[config.mk]
export PLATFORM = sky130hd
export DESIGN_NAME = addsub_regfile_sequencer
export DESIGN_NICKNAME = d
export VERILOG_FILES = /design/src/rtl/addsub_regfile_sequencer.sv
export SDC_FILE = /design/constraint.sdc
export NUM_CORES = 1
export LEC_CHECK = 0
export BUFFER_PORTS_ARGS = -buffer_cell sky130_fd_sc_hd__clkbuf_2
export CORE_ASPECT_RATIO = 1.4
export CORE_MARGIN = 2
export CORE_UTILIZATION = 25
export DETAILED_ROUTE_END_ITERATION = 10
export SYNTH_ARGS = -nofsm -noshare
export SYNTH_HDL_FRONTEND = slang
export SYNTH_SLANG_ARGS = --single-unit
[constraint.sdc]
create_clock -name clk -period 6.86 [get_ports clk]
set_input_delay 0.686 -clock clk [delete_from_list [all_inputs] [get_ports clk]]
set_output_delay 0.686 -clock clk [all_outputs]
set_load 0.1 [all_outputs]
[src/rtl/addsub_regfile_sequencer.sv]
// addsub_regfile_sequencer
//   Initiator side of the register-file port for add/sub instructions.
//   Accepts one instruction over instrValid/instrReady, reads both operands
//   from the register file, computes A+B or A-B and writes the result back.
//   One instruction every 4 cycles: IDLE -> READ -> EXEC -> WRITE -> IDLE.
//
// Optional feature macro: ADDSUB_FLAGS_EN
//   defined   : carry/overflow/zero registered in EXEC, held until next EXEC
//   undefined : carry/overflow/zero tied to 0
//
// Ports
//   clk, reset                         clock, async active-high reset
//   instrValid/instrReady              instruction handshake
//   opSub, instrDest, instrSrcA/B      instruction fields (0=add, 1=sub)
//   srcRegA/B, outBusA/B               register-file read address / data
//   destReg, writeData, regWrite       register-file write port
//   done                               one-cycle pulse with the writeback
//   carry, overflow, zero              result flags
module addsub_regfile_sequencer #(
  parameter int DATA_WIDTH = 16,
  parameter int ADDR_WIDTH = 4
) (
  input  logic                  clk,
  input  logic                  reset,
  input  logic                  instrValid,
  output logic                  instrReady,
  input  logic                  opSub,
  input  logic [ADDR_WIDTH-1:0] instrDest,
  input  logic [ADDR_WIDTH-1:0] instrSrcA,
  input  logic [ADDR_WIDTH-1:0] instrSrcB,
  output logic [ADDR_WIDTH-1:0] srcRegA,
  output logic [ADDR_WIDTH-1:0] srcRegB,
  input  logic [DATA_WIDTH-1:0] outBusA,
  input  logic [DATA_WIDTH-1:0] outBusB,
  output logic [ADDR_WIDTH-1:0] destReg,
  output logic [DATA_WIDTH-1:0] writeData,
  output logic                  regWrite,
  output logic                  done,
  output logic                  carry,
  output logic                  overflow,
  output logic                  zero
);

  typedef enum logic [1:0] {S_IDLE, S_READ, S_EXEC, S_WRITE} state_t;

  state_t                r_state, w_next;
  logic                  r_op;
  logic [ADDR_WIDTH-1:0] r_dest;
  logic [DATA_WIDTH-1:0] r_opA, r_opB;
  logic [DATA_WIDTH-1:0] w_bOp;
  logic [DATA_WIDTH-1:0] w_res;

  // Subtract is A + ~B + 1: the +1 is the carry-in, so it is just r_op.
  assign w_bOp = r_op ? ~r_opB : r_opB;

`ifdef ADDSUB_FLAGS_EN
  logic [DATA_WIDTH:0] w_sum;
  logic                r_carry, r_ovf, r_zero;

  assign w_sum = {1'b0, r_opA} + {1'b0, w_bOp} + {{DATA_WIDTH{1'b0}}, r_op};
  assign w_res = w_sum[DATA_WIDTH-1:0];

  always_ff @(posedge clk or posedge reset) begin
    if (reset) begin
      r_carry <= 1'b0;
      r_ovf   <= 1'b0;
      r_zero  <= 1'b0;
    end else if (r_state == S_EXEC) begin
      r_carry <= w_sum[DATA_WIDTH];
      // Signed overflow: same-sign inputs, result sign differs.
      r_ovf   <= (r_opA[DATA_WIDTH-1] == w_bOp[DATA_WIDTH-1]) &&
                 (w_res[DATA_WIDTH-1] != r_opA[DATA_WIDTH-1]);
      r_zero  <= (w_res == '0);
    end
  end

  assign carry    = r_carry;
  assign overflow = r_ovf;
  assign zero     = r_zero;
`else
  assign w_res    = r_opA + w_bOp + {{(DATA_WIDTH-1){1'b0}}, r_op};
  assign carry    = 1'b0;
  assign overflow = 1'b0;
  assign zero     = 1'b0;
`endif

  always_ff @(posedge clk or posedge reset) begin
    if (reset) r_state <= S_IDLE;
    else       r_state <= w_next;
  end

  // Control outputs decode straight from state, so regWrite falls the
  // instant reset clears the state register.
  always_comb begin
    w_next     = r_state;
    instrReady = 1'b0;
    regWrite   = 1'b0;
    done       = 1'b0;
    case (r_state)
      S_IDLE: begin
        instrReady = 1'b1;
        if (instrValid) w_next = S_READ;
      end
      S_READ:  w_next = S_EXEC;
      S_EXEC:  w_next = S_WRITE;
      S_WRITE: begin
        regWrite = 1'b1;
        done     = 1'b1;
        w_next   = S_IDLE;
      end
      default: w_next = S_IDLE;
    endcase
  end

  always_ff @(posedge clk or posedge reset) begin
    if (reset) begin
      r_op      <= 1'b0;
      r_dest    <= '0;
      srcRegA   <= '0;
      srcRegB   <= '0;
      r_opA     <= '0;
      r_opB     <= '0;
      destReg   <= '0;
      writeData <= '0;
    end else begin
      case (r_state)
        S_IDLE: if (instrValid) begin
          r_op    <= opSub;
          r_dest  <= instrDest;
          srcRegA <= instrSrcA;
          srcRegB <= instrSrcB;
        end
        // Operands captured before the writeback, so aliased dest uses old values.
        S_READ: begin
          r_opA <= outBusA;
          r_opB <= outBusB;
        end
        S_EXEC: begin
          writeData <= w_res;
          destReg   <= r_dest;
        end
        default: ;
      endcase
    end
  end

endmodule
==> results by stage, run 1 <==
Clock network:
- The buffer levels on the longest clock path is 2.
- Post-CTS repair changed the size of 0 cells.
- The clock tree from TritonCTS is built.
- After clock tree synthesis, the setup repair step added 0 buffers.
- The tree is rooted in a sky130_fd_sc_hd__clkbuf_16.
- Clock-pin slew was measured on the worst setup and hold paths at 50 ps.
- The H-tree generated during clock tree synthesis spans 3 levels.
- The clock buffer count from CTS is 9.
- The number of clock sinks seen by CTS is 67.
- Clock latency on the worst-skew pair, taken at its later pin, is 330 ps.
- Hold repair after CTS inserted 0 buffers.

Setup path:
- The highest fanout seen on the critical path is 17.
- The critical path goes through mux2i_1 > inv_1 > fa_1 > a21o_2 > a31oi_1 > o2111a_2 > nor2_1 > o31a_1.
- The worst stage delay on the critical path is 700 ps.
- The classification of the worst setup path is flip-flop to flip-flop.
- The cell with the largest stage delay on the worst path is sky130_fd_sc_hd__dfrtp_1.
- The slack of the worst reg-to-reg path is 3920 ps.
- The critical path arrival is 3150 ps.
- The startpoint of the worst-slack reg-to-reg timing path is r_op$_DFFE_PP0P_.
- STA classifies the critical path startpoint as a flip-flop.
- The depth of the most critical reg-to-reg path is 8.
- The reg-to-reg critical path endpoint is writeData[12]$_DFFE_PP0P_.
- The most critical setup path has its startpoint at r_op$_DFFE_PP0P_.
- The critical path endpoint category is a flip-flop.
- The required time of the worst setup path is 7070 ps.

Global route:
- Entering global routing, the biggest net connects 68 pins.
- The total global routing track utilization is 0.110.
- The first global-routing pass estimated 13400 um of wire.
- The number of antenna violations at the first check in global routing is 0.
- The number of global-route vias before repair is 2764.
- Summed over all layers, the global routing overflow is 0.

Cells and area:
- Of the cells placed in the final design, the portion with a size suffix greater than 1 is 0.407.
- In the final design database the tool counted 449 nets.
- The final instance area is 4440 um2.
- 0 antenna diodes ended up in the layout.
- The top cell types in the final layout, fill and taps aside, are 78 x sky130_fd_sc_hd__clkbuf_2, 67 x sky130_fd_sc_hd__dfrtp_1, 56 x sky130_fd_sc_hd__mux2_2, 19 x sky130_fd_sc_hd__ha_1.
- The area growth from synthesis to layout is 23.3%.
- The most frequent standard cell in the layout excluding fill and tap cells is sky130_fd_sc_hd__clkbuf_2.

Yosys:
- The synthesized-area fraction occupied by adder cells is 0.0715.
- The instance count of the mapped netlist is 307.
- The share of synthesized registers carrying an async set or reset is 1.00.
- The top flip-flop cell by instance count after synthesis is sky130_fd_sc_hd__dfrtp_1.
- The post-synthesis instance area is 3600 um2.
- Counting distinct cell types in the post-synthesis netlist gives 50.
- After synthesis, the largest family of logic cells by area is multiplexers.
- Synthesis inferred 67 register bits.
- The share of the synthesized area in compound gates (AO/OA/AOI/OAI) was 0.100.
- Averaged over all synthesized cells, the footprint is 11.7 um2.
- The XOR/XNOR share of the synthesized area is 0.0608.
- The proportion of synthesized chip area in sequential cells is 0.465.
- The share of synthesized area spent on multiplexers is 0.181.
- The number of synthesis warnings is 0.
- Counting flops with a built-in enable in the synthesized netlist gives 0.
- Of the total synthesized cell area, the portion taken by AND, OR, NAND and NOR gates is 0.0826.

Timing:
- The number of endpoints with negative hold slack in the final report is 0.
- The worst-case headroom to the max-slew limit is 0.418.
- The number of slew-limit violations in the final report was 0.
- The transition time at the pin with the least slew margin is 874 ps.
- The final-layout worst hold slack is 488 ps.
- The worst clock skew on the final layout is 5.55 ps.
- The worst path setup slack after routing is 3920 ps.
- For this run, the top clock speed supported by timing is 0.340 GHz.
- The final critical delay including setup and external delays is 2940 ps.
- Setup repair after global routing left no endpoint under its margin.
- The count of endpoints failing setup in the final report is 0.
- Adding up every negative setup slack in the final design gives 0 ps.
- Of the available clock period, the critical path in the final layout requires 0.428.

Floorplanning:
- The width of the chip is 105 um.
- The total die area is 15400 um2.
- 82 I/O pins were placed.
- For this configuration, the core starts out at a cell density of 0.258.
- The count of standard-cell rows is 51.
- The area of the core region is 14000 um2.
- The die is 146 um tall.

Status:
- The run finished with clean final reports.

Placed design:
- The final weighted congestion in routability-driven placement is 0.762.
- The standard cell area after detailed placement is 4150 um2.
- The worst setup slack after placement is 3900 ps.
- Detailed placement ended at an HPWL of 6030 um.
- The number of input and output port buffers inserted is 78.

Detailed routing:
- In the routed layout, each cell is associated on average with a via count of 4.54.
- After detailed routing, the average wire length per cell comes to 14.0 um.
- The total via count after detailed routing is 2592.
- For this run, design rule violations remaining after detail routing come to 0.
- Summed over all layers, the routed wires come to 8010 um.
- The initial detailed-routing violation count is 70.
- Before antenna repair, the detailed router went through 4 iterations.
- The detail route stage leaves a number of antenna-violating nets equal to 0.

Hold path:
- The path with the worst hold slack has its endpoint at writeData[11]$_DFFE_PP0P_.
- The path type of the worst min-delay path is flip-flop to flip-flop.
- Along the worst hold path, the cell count comes to 2.
- The launch point of the worst hold path is writeData[11]$_DFFE_PP0P_.

Run:
- Max-cap violations in this run came to 0.
[stage by stage]
stage	util	cells
floorplan	-	309
global placement	0.297	555
detailed placement	0.297	555
CTS	0.318	571
global route	0.318	571
finish	0.318	571
[per-layer routing]
layer	vias up	GRT usage	routed length (um)
li1	1250	-	-
met1	1259	0.118	3240
met2	70	0.192	4050
met3	13	0.0384	512
met4	0	0.0540	208
met5	-	0	0
[area by class of cell]
type | count | area (um2)
Clock inverter | 4 | 50.0
Clock buffer | 12 | 246
Timing Repair Buffer | 81 | 413
Inverter | 8 | 30.0
Tap cell | 185 | 231
Multi-Input combinational cell | 214 | 1800
Fill cell | 1421 | 9530
Sequential cell | 67 | 1680
[kinds of logic (layout without fill, tap and decap cells)]
logic type | after synthesis | count (layout)
flip-flops | 67 | 67
XOR/XNOR | 25 | 25
AND/OR/NAND/NOR | 56 | 56
AO/OA/AOI/OAI | 52 | 52
multiplexers | 58 | 58
buffers and inverters | 28 | 105
other | 1 | 3
adder cells (fa/ha/maj) | 20 | 20
[state kept, by name (all words and copies together), names as in the netlist]
signal     count
r_state        2
writeData     16
destReg        4
srcRegA        4
srcRegB        4
r_op           1
r_opA         16
r_opB         16
r_dest         4
[synthesized netlist by cell type (3+ instances only)]
master | instances | area, um2
sky130_fd_sc_hd__a21o_1 | 6 | 45.0
sky130_fd_sc_hd__ha_1 | 19 | 238
sky130_fd_sc_hd__nand2_1 | 13 | 48.8
sky130_fd_sc_hd__xnor2_1 | 10 | 87.6
sky130_fd_sc_hd__mux2_2 | 56 | 631
sky130_fd_sc_hd__or4_1 | 3 | 22.5
sky130_fd_sc_hd__nor2_1 | 15 | 56.3
sky130_fd_sc_hd__nor3_1 | 3 | 15.0
sky130_fd_sc_hd__xor2_1 | 15 | 131
sky130_fd_sc_hd__inv_1 | 7 | 26.3
sky130_fd_sc_hd__or3_1 | 3 | 18.8
sky130_fd_sc_hd__a21oi_1 | 12 | 60.1
sky130_fd_sc_hd__buf_4 | 7 | 52.6
sky130_fd_sc_hd__o21ai_0 | 8 | 40.0
sky130_fd_sc_hd__nand3_1 | 5 | 25.0
sky130_fd_sc_hd__buf_2 | 5 | 25.0
sky130_fd_sc_hd__dfrtp_1 | 67 | 1680
sky130_fd_sc_hd__nand4_1 | 6 | 37.5
sky130_fd_sc_hd__buf_1 | 6 | 22.5
sky130_fd_sc_hd__a31oi_1 | 3 | 18.8
sky130_fd_sc_hd__a211oi_1 | 3 | 22.5
[how the worst max path moves through the flow]
stage	endpoint	cells after the start
2_1_floorplan	writeData[8]$_DFFE_PP0P_	9
3_3_place_gp	writeData[12]$_DFFE_PP0P_	8
3_5_place_dp	writeData[12]$_DFFE_PP0P_	8
4_1_cts	writeData[12]$_DFFE_PP0P_	8
5_1_grt	writeData[8]$_DFFE_PP0P_	8
6_report	writeData[12]$_DFFE_PP0P_	8
[critical path: cells and delay by family (launching register included)]
family,cells,cell delay [ps]
compound gates,4,1090
fa+ha+maj,1,410
buf+inv,1,100
flops,1,700
mux,1,470
simple gates,1,60
Power of run 1 is not shown: default switching activity piles up to over one toggle a cycle in this logic, so the estimate is an artifact.
==> run 2: changes to the inputs <==
Clock period 6.86 ns to 2.7 ns, I/O delays scaled along.
==> results by stage, run 2 (synthesized netlist as in run 1, its figures left out) <==
Setup path:
- The worst setup path is launched from a flip-flop.
- The depth of the most critical reg-to-reg path was 8 (unchanged).
- In this run the critical register-to-register path is launched from r_op$_DFFE_PP0P_.
- The required time of the worst setup path is 2920 ps (-4150 ps).
- The classification of the worst setup path is flip-flop to flip-flop.
- The highest fanout seen on the critical path was 10 (-7).
- The critical path endpoint category is a flip-flop.
- The slack of the worst reg-to-reg path was 190 ps (-3730 ps).
- The critical path arrival is 2730 ps (-420 ps).
- The endpoint identified for the worst register-to-register timing path is writeData[8]$_DFFE_PP0P_.

Detailed routing:
- The final wirelength is 8100 um (+1.1%).
- The initial detailed-routing violation count came to 75 (+7.1%).
- The post-route DRC violation count is 0 (unchanged).
- The total iterations of the first detailed-routing run is 5 (+1).
- The final routed wire length divided by cell count came to 14.1 um (+0.22%).
- The total via count after detailed routing came to 2624 (+1.2%).
- The remaining antenna violation count after routing is 0 (unchanged).
- The per-cell via count in the routed design is 4.56 (+0.36%).

Placed design:
- The number of input and output port buffers inserted came to 78 (unchanged).
- The half-perimeter wire length after detailed placement is 6250 um (+3.6%).
- The final weighted congestion in routability-driven placement was 0.815 (+6.9%).

Floorplanning:
- The area of the core region was 14000 um2 (unchanged).
- The total die area is 15400 um2 (unchanged).
- The width of the chip is 105 um (unchanged).
- The die outline height is 146 um (unchanged).
- The count of standard-cell rows is 51 (unchanged).
- The starting density of the core was 0.258 (unchanged).
- The I/O pin count came to 82 (unchanged).

Timing:
- The final critical delay including setup and external delays is 2510 ps (-430 ps).
- The fraction of the cycle the final worst path needs was 0.929 (+0.501).
- The worst-case headroom to the max-slew limit is 0.599 (+0.182).
- The count of endpoints failing setup in the final report is 0 (unchanged).
- The number of endpoints with negative hold slack in the final report was 0 (unchanged).
- The setup TNS is 0 ps (unchanged).
- The worst clock skew on the final layout came to 8.99 ps (+3.44 ps).
- The number of slew-limit violations in the final report was 0 (unchanged).
- The transition time at the pin with the least slew margin is 600 ps (-274 ps).
- Setup repair after global routing left no endpoint under its margin.
- The fmax was 0.399 GHz (+17%).

Hold path:
- The worst hold path belongs to the class primary input to flip-flop.
- The launch point of the worst hold path is instrValid.
- The endpoint of the worst hold path is r_state[1]$_DFFE_PP0P_.
- The hold path depth was 2 (unchanged).

Cells and area:
- The antenna cell count was 0 (unchanged).
- The most frequent standard cell in the layout excluding fill and tap cells is sky130_fd_sc_hd__clkbuf_2.
- Leaving out fill and tap cells, the most frequent cells in the layout are 78 x sky130_fd_sc_hd__clkbuf_2, 66 x sky130_fd_sc_hd__dfrtp_1, 56 x sky130_fd_sc_hd__mux2_2, 19 x sky130_fd_sc_hd__ha_1.
- The net count of the finished layout is 454 (+1.1%).
- The share of post-route cells with drive strength above 1 came to 0.422 (+0.0153).
- The fill cell instance count of the final layout is 1432 (+0.77%).
- In the final layout, the registers with the most flip-flops are r_opA x16, r_opB x16, writeData x16.
- The area growth from synthesis to layout is 25.1%.
- The utilization after layout is 0.323 (+0.00457).

Clock network:
- The clock buffer count from CTS was 9 (unchanged).
- The number of clock sinks seen by CTS is 67 (unchanged).
- The buffer levels on the longest clock path is 2 (unchanged).
- The clock latency on the worst-skew pair is 340 ps (about the same).
- TritonCTS built the clock tree.
- The tree is rooted in a sky130_fd_sc_hd__clkbuf_16.
- The clock-pin transition on the worst setup and hold timing paths was 60 ps (about the same).
- The deepest level of the CTS H-tree is 3 (unchanged).
- The setup fix buffers added after clock tree synthesis was 0 (unchanged).

Global route:
- The maximum number of pins on one net before global-route repair was 58 (-15%).
- The total global routing track utilization is 0.110 (about the same).
- The number of global-route vias before repair was 2732 (-1.2%).
- The number of antenna violations at the first check in global routing is 1 (+1).
- The leftover overflow at the end of global routing is 0 (unchanged).
- The global-route wire length before repair was 13300 um (-0.57%).

Status:
- The flow ran to the end, and the final reports show no timing, DRC or antenna violations.

Run:
- The max-capacitance violation count is 0 (unchanged).
-- run 2: critical path: stages, from the launching register on --
cell and delay (ps):
sky130_fd_sc_hd__dfrtp_2 500, sky130_fd_sc_hd__mux2i_2 220, sky130_fd_sc_hd__inv_1 100, sky130_fd_sc_hd__fa_1 410
sky130_fd_sc_hd__a21o_2 230, sky130_fd_sc_hd__a31o_2 260, sky130_fd_sc_hd__a211oi_1 300, sky130_fd_sc_hd__nor2_1 90
sky130_fd_sc_hd__o311ai_1 280
-- run 2: per-stage QoR --
step	instance area, um2	std cells	worst slack, ps	hold slack [ps]
after global routing	4510	576	8.94	134
after CTS	4500	576	38.2	135
after detailed placement	4190	559	79.5	203
final	4510	576	192	145
after global placement	4190	559	207	200
after floorplan	3610	309	68.5	356
-- run 2: per-layer routing --
metal,global-route usage,vias up,routed length [um]
li1,-,1256,-
met3,0.0353,11,431
met5,0,-,11
met4,0.0420,2,106
met2,0.201,68,4280
met1,0.117,1287,3260
-- run 2: how the worst max path moves through the flow --
stage	from	slack, ps	to	cells after the start
2_1_floorplan	r_op$_DFFE_PP0P_	70	writeData[8]$_DFFE_PP0P_	9
3_3_place_gp	r_op$_DFFE_PP0P_	210	writeData[12]$_DFFE_PP0P_	8
3_5_place_dp	r_op$_DFFE_PP0P_	80	writeData[8]$_DFFE_PP0P_	8
4_1_cts	r_op$_DFFE_PP0P_	40	writeData[8]$_DFFE_PP0P_	8
5_1_grt	r_op$_DFFE_PP0P_	9	writeData[8]$_DFFE_PP0P_	8
6_report	r_op$_DFFE_PP0P_	190	writeData[8]$_DFFE_PP0P_	8
-- run 2: repair_timing --
item                       CTS  global route
hold endpoints to repair    10             0
hold buffers                 1             0
gates resized for setup      0             2
setup endpoints to repair    0             3
-- run 2: cell type report --
class                   count  area [um2]  area share
flip-flops and latches     67        1680       0.372
repair buffers             86         465       0.103
well taps                 185         231      0.0513
inverters                   8        30.0     0.00666
multi-input cells         214        1800       0.399
clock inverters             7        77.6      0.0172
clock buffers               9         225      0.0500
Power of run 2 is left out for the same reason.
==> run 3: changes to the inputs <==
Clock period 2.7 ns to 2.6 ns, I/O delays scaled along.
==> results by stage, run 3 (synthesized netlist as in run 1, its figures left out) <==
Setup path:
- The instance count on the critical path is 8 (unchanged).
- The highest fanout seen on the critical path came to 5 (-5).
- The worst stage delay on the critical path is 420 ps (-80 ps).
- The critical path arrival is 2690 ps (-40 ps).
- The count of buffering cells on the critical path with inverters included came to 1 (unchanged).
- The worst setup path is launched from a flip-flop.
- The required time of the worst setup path is 2820 ps (-100 ps).
- The worst setup path is captured at a flip-flop.
- The cell with the largest stage delay on the worst path is sky130_fd_sc_hd__dfrtp_1.
- Walking the worst path, the cells encountered are mux2i_2 > inv_1 > fa_1 > a21o_2 > a31oi_1 > o2111a_2 > nor2_1 > o31a_1.
- The classification of the worst setup path is flip-flop to flip-flop.
- The depth of the most critical reg-to-reg path is 8 (unchanged).
- The critical path's top delay family is compound AO/OA/AOI/OAI gates.

Detailed routing:
- The total iterations of the first detailed-routing run is 4 (-1).
- The total via count after detailed routing is 2604 (-0.76%).
- The per-cell via count in the routed design is 4.53 (-0.59%).
- The post-route DRC violation count is 0 (unchanged).
- The final routed wire length divided by cell count came to 14.2 um (+0.74%).
- The final wirelength is 8140 um (+0.57%).
- The remaining antenna violation count after routing is 0 (unchanged).
- The initial detailed-routing violation count came to 82 (+9.3%).

Timing:
- The fraction of the cycle the final worst path needs is 0.953 (+0.0238).
- The worst-case headroom to the max-slew limit is 0.572 (-0.0274).
- The number of slew-limit violations in the final report came to 0 (unchanged).
- The number of endpoints with negative hold slack in the final report is 3 (+3).
- The final-layout worst hold slack is -0.185 ps (-146 ps).
- The final critical delay including setup and external delays came to 2480 ps (-30.9 ps).
- The fmax came to 0.404 GHz (+1.2%).
- The transition time at the pin with the least slew margin was 641 ps (+41.6 ps).
- The worst clock skew on the final layout was 6.99 ps (-2.00 ps).
- The count of endpoints failing setup in the final report is 0 (unchanged).

Status:
- The final reports fail on hold timing.
- The run finished, with violations left.

Cells and area:
- The share of post-route cells with drive strength above 1 came to 0.436 (+0.0139).
- The library cells used most frequently in the layout, excluding fill and tap cells, are 78 x sky130_fd_sc_hd__clkbuf_2, 67 x sky130_fd_sc_hd__dfrtp_1, 56 x sky130_fd_sc_hd__mux2_2.
- The layout overhead on the synthesized area is 25.4%.
- The largest registers in the layout are r_opA x16, r_opB x16, writeData x16.
- The net count of the finished layout is 453 (-0.22%).
- The library cell used most frequently in the layout, excluding fill and tap cells, is sky130_fd_sc_hd__clkbuf_2.
- The antenna cell count came to 0 (unchanged).
- The utilization after layout is 0.323 (+0.000717).

Clock network:
- The deepest level of the CTS H-tree is 3 (unchanged).
- The post-cts hold buffer count is 0 (-1).
- TritonCTS built the clock tree.
- The number of clock sinks seen by CTS is 67 (unchanged).
- The clock latency on the worst-skew pair came to 330 ps (about the same).
- The buffer levels on the longest clock path was 2 (unchanged).
- The clock buffer count from CTS is 9 (unchanged).
- In this run the clock root is driven by a sky130_fd_sc_hd__clkbuf_16.
- The clock-pin transition on the worst setup and hold timing paths is 60 ps (about the same).

Floorplanning:
- The count of standard-cell rows was 51 (unchanged).
- The area of the core region came to 14000 um2 (unchanged).
- The total die area is 15400 um2 (unchanged).
- The starting density of the core is 0.258 (unchanged).
- The width of the chip is 105 um (unchanged).
- The I/O pin count is 82 (unchanged).
- The die outline height was 146 um (unchanged).

Global route:
- The maximum number of pins on one net before global-route repair was 40 (-31%).
- The global-route wire length before repair is 13200 um (-0.52%).
- The number of global-route vias before repair was 2782 (+1.8%).
- The number of antenna violations at the first check in global routing is 0 (-1).
- The total global routing track utilization is 0.110 (-0.000186).
- The leftover overflow at the end of global routing is 0 (unchanged).

Placed design:
- The number of input and output port buffers inserted is 78 (unchanged).
- The final weighted congestion in routability-driven placement is 0.824 (+1.1%).
- The half-perimeter wire length after detailed placement came to 6300 um (+0.67%).

Run:
- The max-capacitance violation count is 0 (unchanged).

Hold path:
- The path type of the worst min-delay path is primary input to async pin.
==> run 3: changes by cell type in the layout (fill, tap and decap cells not counted), sizes merged <==
cell         delta
clkinv          -2
clkinvlp        +1
clkbuf          +1
dlygate4sd3     -1
==> run 3: worst paths after layout <==
check	from	to	slack, ps
max	r_opB[0]$_DFFE_PP0N_	writeData[12]$_DFFE_PP0P_	120
min	reset	r_opA[11]$_DFFE_PP0N_	-0.2
max reg2reg	r_opB[0]$_DFFE_PP0N_	writeData[12]$_DFFE_PP0P_	120
min reg2reg	writeData[10]$_DFFE_PP0P_	writeData[10]$_DFFE_PP0P_	500
max in group asynchronous	reset	r_opA[8]$_DFFE_PP0N_	1970
min in group clk	instrValid	r_state[1]$_DFFE_PP0P_	130
==> run 3: worst reg2reg max path: stages (launching register included) <==
cell                       delay [ps]
sky130_fd_sc_hd__dfrtp_1          420
sky130_fd_sc_hd__mux2i_2          260
sky130_fd_sc_hd__inv_1             80
sky130_fd_sc_hd__fa_1             410
sky130_fd_sc_hd__a21o_2           240
sky130_fd_sc_hd__a31oi_1          310
sky130_fd_sc_hd__o2111a_2         310
sky130_fd_sc_hd__nor2_1            50
sky130_fd_sc_hd__o31a_1           290
==> run 3: what timing repair did <==
item | 4_1_cts | 5_1_grt
setup buffers | 0 | 0
resized for setup | 0 | 7
endpoints found under the setup margin | 0 | 5
==> run 3: area by class of cell <==
cell class | count | area [um2]
multi-input combinational | 214 | 1820
sequential | 67 | 1680
clock buffer | 10 | 239
fill | 1424 | 9460
inverter | 8 | 30.0
tap | 185 | 231
clock inverter | 6 | 63.8
timing repair buffer | 85 | 455
==> run 3: stage by stage <==
stage,cells,TNS [ps],hold slack (ps),setup WS [ps],area (um2)
finish,575,0,-0.185,123,4520
global route,575,-1.18,51.5,-1.18,4520
CTS,575,0,21.4,108,4490
detailed placement,559,0,379,126,4190
global placement,559,0,373,169,4190
floorplan,309,0,346,153,3610
==> run 3: routing by layer <==
metal,wire [um],vias to the layer above,GRT usage
li1,-,1264,-
met1,3170,1259,0.114
met2,4320,65,0.195
met3,423,16,0.0295
met4,235,0,0.0680
met5,0,-,0
Power of run 3 is left out for the same reason.
